[src/rtl/dm_pkg.sv]
// Shared definitions for the data-memory responder: access size codes,
// FSM state encoding, lane geometry and the access-legality check.
package dm_pkg;

    localparam int LANE_W  = 8;
    localparam int WORD_W  = 32;
    localparam int N_LANES = WORD_W / LANE_W;

    typedef enum logic [1:0] {
        SZ_BYTE = 2'b00,
        SZ_HALF = 2'b01,
        SZ_WORD = 2'b10,
        SZ_ILL  = 2'b11
    } size_e;

    typedef enum logic [2:0] {
        S_IDLE = 3'd0,
        S_RD   = 3'd1,
        S_WT   = 3'd2,
        S_WR   = 3'd3,
        S_RESP = 3'd4
    } state_e;

    // An access is rejected when its size code is illegal or the byte
    // address is not naturally aligned to the access size.
    function automatic logic access_err(input logic [1:0] size, input logic [1:0] addr_lo);
        logic err;
        case (size)
            SZ_BYTE: err = 1'b0;
            SZ_HALF: err = addr_lo[0];
            SZ_WORD: err = (addr_lo != 2'b00);
            default: err = 1'b1;
        endcase
        return err;
    endfunction

endpackage

[src/rtl/dm_lane_align.sv]
// Combinational lane steering: extracts and extends load data from a
// memory word, and merges right-justified store data into that word.
module dm_lane_align
    import dm_pkg::*;
(
    input  logic [1:0]        addr_lo,
    input  logic [1:0]        size,
    input  logic              sign,
    input  logic [WORD_W-1:0] word,
    input  logic [WORD_W-1:0] wdata,
    output logic [WORD_W-1:0] load_data,
    output logic [WORD_W-1:0] store_word
);

    logic [LANE_W-1:0] word_lanes [N_LANES];
    logic [15:0]       half_sel;
    logic [LANE_W-1:0] byte_sel;

    // Per-lane view of the memory word and the store merge for each lane.
    for (genvar gi = 0; gi < N_LANES; gi++) begin : g_lane
        localparam int HALF_IDX = gi / 2;
        localparam int HALF_OFS = gi % 2;
        logic              lane_hit;
        logic [LANE_W-1:0] new_lane;

        assign word_lanes[gi] = word[gi*LANE_W +: LANE_W];

        assign lane_hit = ((size == SZ_BYTE) && (addr_lo == 2'(gi))) ||
                          ((size == SZ_HALF) && (addr_lo[1] == 1'(HALF_IDX))) ||
                          (size == SZ_WORD);

        // Bytes always come from wdata[7:0]; halves from wdata[15:0].
        assign new_lane = (size == SZ_BYTE) ? wdata[LANE_W-1:0] :
                          (size == SZ_HALF) ? wdata[HALF_OFS*LANE_W +: LANE_W] :
                                              wdata[gi*LANE_W +: LANE_W];

        assign store_word[gi*LANE_W +: LANE_W] = lane_hit ? new_lane : word_lanes[gi];
    end

    assign byte_sel = word_lanes[addr_lo];
    assign half_sel = addr_lo[1] ? word[31:16] : word[15:0];

    // Right-justify the selected lane(s) and extend per the signed flag.
    always_comb begin
        load_data = '0;
        case (size)
            SZ_BYTE: load_data = {{24{sign & byte_sel[7]}}, byte_sel};
            SZ_HALF: load_data = {{16{sign & half_sel[15]}}, half_sel};
            SZ_WORD: load_data = word;
            default: load_data = '0;
        endcase
    end

endmodule

[src/rtl/dm_responder.sv]
// Data-memory responder: accepts one load/store at a time, performs it on a
// single-port synchronous SRAM (sub-word stores by read-modify-write) and
// returns an aligned, extended load result or an error flag.
module dm_responder
    import dm_pkg::*;
#(
    parameter int ADDR_W = 10,
    parameter int WAIT   = 1
) (
    input  logic              clk,
    input  logic              rst,
    input  logic              req_valid,
    output logic              req_ready,
    input  logic              req_we,
    input  logic [1:0]        req_size,
    input  logic              req_signed,
    input  logic [31:0]       req_addr,
    input  logic [31:0]       req_wdata,
    output logic              rsp_valid,
    output logic [31:0]       rsp_rdata,
    output logic              rsp_err,
    output logic              mem_en,
    output logic              mem_we,
    output logic [ADDR_W-1:0] mem_addr,
    output logic [31:0]       mem_wdata,
    input  logic [31:0]       mem_rdata
);

    localparam int CNT_W = (WAIT > 1) ? $clog2(WAIT) : 1;

    state_e             state_reg, state_next;
    logic               we_reg, signed_reg, err_reg;
    logic [1:0]         size_reg;
    logic [ADDR_W+1:0]  addr_reg;
    logic [31:0]        wdata_reg, word_reg;
    logic [CNT_W-1:0]   cnt_reg;
    logic               req_err;
    logic [31:0]        load_data, store_word;
    logic               unused_addr;

    // Address bits above the SRAM range are deliberately ignored.
    assign unused_addr = ^req_addr[31:ADDR_W+2];

    assign req_err = access_err(req_size, req_addr[1:0]);

    // State register; reset aborts any access in flight immediately.
    always_ff @(posedge clk or posedge rst) begin
        if (rst) state_reg <= S_IDLE;
        else     state_reg <= state_next;
    end

    // Next-state decode for the load / store / RMW / error flows.
    always_comb begin
        state_next = state_reg;
        case (state_reg)
            S_IDLE: begin
                if (req_valid) begin
                    if (req_err)                             state_next = S_RESP;
                    else if (req_we && req_size == SZ_WORD) state_next = S_WR;
                    else                                     state_next = S_RD;
                end
            end
            S_RD:   state_next = S_WT;
            S_WT:   if (cnt_reg == '0) state_next = we_reg ? S_WR : S_RESP;
            S_WR:   state_next = S_RESP;
            S_RESP: state_next = S_IDLE;
            default: state_next = S_IDLE;
        endcase
    end

    // Request latch: fields are captured only on acceptance in IDLE.
    always_ff @(posedge clk or posedge rst) begin
        if (rst) begin
            we_reg     <= 1'b0;
            signed_reg <= 1'b0;
            err_reg    <= 1'b0;
            size_reg   <= 2'b00;
            addr_reg   <= '0;
            wdata_reg  <= '0;
        end else if (state_reg == S_IDLE && req_valid) begin
            we_reg     <= req_we;
            signed_reg <= req_signed;
            err_reg    <= req_err;
            size_reg   <= req_size;
            addr_reg   <= req_addr[ADDR_W+1:0];
            wdata_reg  <= req_wdata;
        end
    end

    // Wait counter: armed during RD, counts the SRAM read latency down in WT.
    always_ff @(posedge clk or posedge rst) begin
        if (rst) begin
            cnt_reg <= '0;
        end else if (state_reg == S_RD) begin
            cnt_reg <= CNT_W'(WAIT - 1);
        end else if (state_reg == S_WT && cnt_reg != '0) begin
            cnt_reg <= cnt_reg - CNT_W'(1);
        end
    end

    // Read word capture in the final WT cycle, when mem_rdata is valid.
    always_ff @(posedge clk or posedge rst) begin
        if (rst)                                        word_reg <= '0;
        else if (state_reg == S_WT && cnt_reg == '0)    word_reg <= mem_rdata;
    end

    dm_lane_align u_align (
        .addr_lo    (addr_reg[1:0]),
        .size       (size_reg),
        .sign       (signed_reg),
        .word       (word_reg),
        .wdata      (wdata_reg),
        .load_data  (load_data),
        .store_word (store_word)
    );

    // Outputs come only from state and latched registers.
    assign req_ready = (state_reg == S_IDLE);
    assign mem_en    = (state_reg == S_RD) || (state_reg == S_WR);
    assign mem_we    = (state_reg == S_WR);
    assign mem_addr  = addr_reg[ADDR_W+1:2];
    assign mem_wdata = store_word;
    assign rsp_valid = (state_reg == S_RESP);
    assign rsp_err   = (state_reg == S_RESP) && err_reg;
    assign rsp_rdata = (state_reg == S_RESP && !we_reg && !err_reg) ? load_data : '0;

endmodule

[config.mk]
export PLATFORM = sky130hd
export DESIGN_NAME = dm_responder
export DESIGN_NICKNAME = d
export VERILOG_FILES = /design/src/rtl/dm_pkg.sv /design/src/rtl/dm_lane_align.sv /design/src/rtl/dm_responder.sv
export SDC_FILE = /design/constraint.sdc
export NUM_CORES = 1
export LEC_CHECK = 0
export BUFFER_PORTS_ARGS = -buffer_cell sky130_fd_sc_hd__buf_2
export CORE_MARGIN = 2
export CORE_UTILIZATION = 50
export DETAILED_ROUTE_END_ITERATION = 10
export PLACE_DENSITY = 0.93
export SYNTH_ARGS = -nofsm -noshare
export SYNTH_HDL_FRONTEND = slang
export SYNTH_SLANG_ARGS = --single-unit
[constraint.sdc]
create_clock -name clk -period 5.3 [get_ports clk]
set_input_delay 0.53 -clock clk [delete_from_list [all_inputs] [get_ports clk]]
set_output_delay 0.53 -clock clk [all_outputs]
set_load 0.1 [all_outputs]
==> impl_metrics.yaml, run 1 <==
critical_path:
  r2r_slack_ns: 3.05
  worstPathArrival_ns: 3.22
  criticalPathCategory: "reg -> out"
  cp-end-kind: "primary output"
  r2r-start: "state_reg[2]"
  worst_ep_required_time_ns: 4.77
  startpoint: "size_reg[0]"
  critical_path.startpoint_type: "flip-flop"
  cp_max_fo: 32
clocking:
  hold_buffers: 0
  clock_latency_ns: 0.36
  cts_tree: "done"
  cts_buffer_depth: 2
  cts_num_sinks: 85
  ctsResizeCount: 0
  cts_root_buffer: "clkbuf_8"
  cts_setup_buffers: 0
  numCtsBuffers: 9
  clk_pin_slew_ns: 0.10
  htreeDepth: 3
logic_synthesis:
  synth_top_cell_by_area: "dfrtp_1"
  syn-num-nets: 534
  netlist_top_cells_area: "dfrtp_1 (44%), mux2_2 (19%), a21oi_1 (5.3%)"
  ys_warn_count: 0
  synth.distinct_cells: 44
  synth-async-reset-ratio_pct: 100.0
  syn_inst: 431
  synthFlopType: "dfrtp_1"
  synth.top_cell.area_share_pct: 43.97
  yosysSeqAreaShare_pct: 43.97
  synth_edf_count: 0
  synth-seq-cells: 85
  syn_area_um2: 4837
  avgSynthCellArea_um2: 11.22
final_layout:
  antennaDiodeCount: 0
  synthToLayoutAreaGrowth_pct: 18.26
  drive_gt1_share_pct: 48.69
  fillCellCount: 781
  nets: 669
timing:
  period_share_pct: 70.75
  worst_pin_slew_ns: 1.168
  relSlewSlack_pct: 21.88
  fmax_mhz: 266.7
  finalHoldViolations: 0
  skew_ns: 0.006261
  setup_viol: 0
  drv_slew: 0
  min_period_ns: 3.750
  tns_ns: 0
  rsz0062_at_grt: "false"
die:
  core-area_um2: 9328
  die_area_um2: 10480
  rows: 35
  die_w_um: 102.4
  start_util_pct: 51.86
  die_h_um: 102.4
  ioPinCount: 182
grt:
  grt_pass1_wl_um: 19790
  track_usage_pct: 25.32
  first_global_vias: 3788
  grtUsageMet1_pct: 34.62
  grt_start_max_net_pins: 78
  grtUsageMet2_pct: 39.68
  grt_most_used_layer: "met2"
  antenna_found_initial: 0
  met3_usage_pct: 3.557
  grt-ovfl-total: 0
drt:
  vias: 3917
  via_per_inst: 5.596
  routedWlPerCell_um: 18.95
  routed_wl_um: 13270
  drt_first_pass_iters: 6
  drt_iter0_drc: 348
  drc_errors: 0
  antenna_left: 0
run_status:
  status: "completed"
hold_path:
  hold_path_class: "in -> async"
placed_design:
  routabilityCongestion: 0.9288
  io_buffers: 161
  dp.final_hpwl_um: 9760
flow_run:
  cap_violations: 0
[critical path: stages (launching register included)]
cell	delay, ns
dfrtp_1	0.73
nand2_1	0.27
nand3_1	0.81
a21oi_1	0.54
buf_2	0.50
[layer usage]
layer  vias up  wire [um]
met5         -          0
met4         0        513
li1       1813          -
met2       178       6134
met3        41        794
met1      1885       5823
[worst paths after layout]
| path | to | depth (start not counted) |
|---|---|---|
| worst max-delay path | rsp_rdata[13] | 4 |
| worst min-delay path | addr_reg[5] | 2 |
| worst max register to register | wdata_reg[11] | 3 |
| worst min register to register | addr_reg[10] | 1 |
| max in group asynchronous | word_reg[6] | 3 |
| min in group clk | wdata_reg[13] | 2 |
[final cells by class]
type / count / area, um2 / share of cell area (%)
clock buffer: 9 / 123.9 / 2.165
sequential: 85 / 2127 / 37.18
multi-input combinational: 302 / 2376 / 41.54
tap: 129 / 161.4 / 2.822
inverter: 4 / 16.27 / 0.2843
timing repair buffer: 164 / 828.3 / 14.48
clock inverter: 7 / 87.58 / 1.531
[cell usage in the layout (no fill, tap or decap), types with 3 or more instances in the layout]
| master | instances |
|---|---|
| o21ai_0 | 12 |
| nor2b_1 | 3 |
| buf_2 | 161 |
| mux2_2 | 81 |
| inv_1 | 3 |
| dfrtp_1 | 85 |
| buf_4 | 3 |
| nor2_1 | 38 |
| a22oi_1 | 8 |
| mux2i_1 | 25 |
| mux2_1 | 12 |
| inv_6 | 4 |
| and2_1 | 3 |
| a222oi_1 | 7 |
| nand2_1 | 30 |
| a21oi_1 | 51 |
| clkbuf_8 | 9 |
[logic make-up after synthesis]
family,synth area share [%]
XOR/XNOR,0.1811
AND/OR/NAND/NOR,8.666
flip-flops,43.97
buffers and inverters,6.932
multiplexers,27.13
AO/OA/AOI/OAI,13.11
[Yosys cell counts (all sizes together), types with 2 or more instances]
| cell | instances |
|---|---|
| a22oi | 8 |
| o21bai | 3 |
| a21oi | 51 |
| o21ai | 14 |
| o21a | 2 |
| mux2i | 25 |
| dfrtp | 85 |
| mux2 | 94 |
| nor2 | 40 |
| inv | 4 |
| o2111ai | 2 |
| nand2 | 31 |
| nor2b | 3 |
| and2 | 4 |
| nor3 | 4 |
| buf | 39 |
| a222oi | 7 |
[through the flow]
stage / area (um2) / hold WS [ns] / std cells / worst slack [ns] / util [%]
finish: 5720 / 0.03254 / 700 / 1.550 / 61.33
global route: 5720 / 0.01700 / 700 / 1.342 / 61.33
CTS: 5720 / 0.02683 / 700 / 1.624 / 61.33
detailed placement: 5509 / 0.4249 / 684 / 1.992 / 59.06
global placement: 5509 / 0.4187 / 684 / 2.096 / 59.06
floorplan: 4837 / 0.4798 / 431 / 1.313 / -
Power of run 1 is left out: the tool's default activity adds up to more than one toggle a clock period on the data nets, which glitch-free logic cannot reach.
==> inputs of run 2 (changes only) <==
clock period = 3.75 ns   (was 5.3 ns; I/O delays follow)
==> run 2 against run 1 <==
Sequential share of layout area shrank 0.69 points. Final cell count grew 0.29%. Critical path depth up 1. First-iteration DRC count rose by 2.0%. Global-route usage is 0.41 points higher. Core utilization is 1.2 points higher. Routed wire length is 1.3% higher. Largest cell class unchanged.
==> impl_metrics.yaml, run 2 (same netlist as run 1, synthesis figures left out) <==
timing:
  worst_pin_slew_ns: 1.140
  tns_ns: 0
  skew_ns: 0.01312
  min_period_ns: 2.968
  drv_slew: 0
  period_share_pct: 79.14
  hold-worst-slack_ns: 0.1097
  setup_viol: 0
  fmax_mhz: 337.0
  relSlewSlack_pct: 23.98
  rsz0062_at_grt: "false"
  finalHoldViolations: 0
hold_path:
  hold_path_class: "in -> async"
run_status:
  status: "completed"
critical_path:
  critical_path.startpoint_type: "flip-flop"
  worstPathArrival_ns: 2.59
  criticalPathCategory: "reg -> out"
  worst_ep_required_time_ns: 3.38
  cp-end-kind: "primary output"
  cp_max_fo: 34
final_layout:
  antennaDiodeCount: 0
  fillCellCount: 769
  final_core_util_pct: 62.50
  final_cell_count_no_fill: 702
  nets: 671
  synthToLayoutAreaGrowth_pct: 20.51
  mostFrequentLayoutCells: "buf_2 (153), dfrtp_1 (85), mux2_2 (81), a21oi_1 (51), nor2_1 (38)"
  final_common_cell: "buf_2"
  drive_gt1_share_pct: 48.69
die:
  core-area_um2: 9328
  start_util_pct: 51.86
  die_h_um: 102.4
  die_w_um: 102.4
  die_area_um2: 10480
  rows: 35
  ioPinCount: 182
drt:
  drc_errors: 0
  drt_iter0_drc: 355
  via_per_inst: 5.728
  routedWlPerCell_um: 19.15
  drt_first_pass_iters: 6
  vias: 4021
  antenna_left: 0
  routed_wl_um: 13440
placed_design:
  dp.final_hpwl_um: 10130
  placed_cells_incl_taps: 686
  routabilityCongestion: 0.9485
  io_buffers: 161
grt:
  first_global_vias: 3946
  grt_start_max_net_pins: 53
  grt-ovfl-total: 0
  antenna_found_initial: 0
  grt_pass1_wl_um: 20070
  track_usage_pct: 25.72
clocking:
  cts_buffer_depth: 2
  htreeDepth: 3
  ctsResizeCount: 0
  cts_num_sinks: 85
  cts_setup_buffers: 0
  cts_root_buffer: "clkbuf_8"
  clk_pin_slew_ns: 0.09
  cts_tree: "done"
  hold_buffers: 0
  numCtsBuffers: 9
  clock_latency_ns: 0.35
flow_run:
  cap_violations: 0
## run 2: changes by cell type in the layout (fill, tap and decap cells not counted), sizes merged
cell	before	now
inv	9	5
buf	164	166
clkbuf	9	11
clkinvlp	0	2
bufinv	1	0
clkinv	1	2
## run 2: stage by stage
step / setup slack [ns] / area (um2)
after floorplan: -0.08160 / 4837
after global placement: 1.262 / 5644
after detailed placement: 1.206 / 5644
after CTS: 0.8085 / 5829
after global routing: 0.6063 / 5829
final: 0.7824 / 5829
## run 2: worst paths after layout
kind,from,to,slack (ns),cells past startpoint
worst max-delay path,size_reg[1],rsp_rdata[5],0.78,5
worst min-delay path,rst,wdata_reg[6],0.11,2
worst max register to register,state_reg[2],wdata_reg[23],1.49,3
worst min register to register,addr_reg[6],addr_reg[6],0.51,1
max in group asynchronous,rst,word_reg[7],2.60,3
min in group clk,req_wdata[12],wdata_reg[12],0.23,2
## run 2: area by class of cell
cell class / count / area, um2 / area share, %
Clock buffer: 11 / 141.4 / 2.425
Clock inverter: 5 / 43.79 / 0.7512
Inverter: 4 / 16.27 / 0.2790
Multi-Input combinational cell: 302 / 2376 / 40.76
Sequential cell: 85 / 2127 / 36.49
Tap cell: 129 / 161.4 / 2.769
Timing Repair Buffer: 166 / 963.4 / 16.53
## run 2: per-layer routing
layer	global-route usage, %	share of wire [%]	vias to the layer above
met2	41.90	49	216
li1	-	-	1815
met1	33.00	39	1946
met5	0	0	-
met3	4.309	7.9	44
met4	13.54	4.2	0
## run 2: critical path, stage by stage, from the launching register on
cell and delay, ns:
dfrtp_1 0.38, buf_4 0.26, o31ai_4 0.70, a222oi_1 0.24
nor2_1 0.19, buf_2 0.46
Power of run 2 is left out for the same reason.
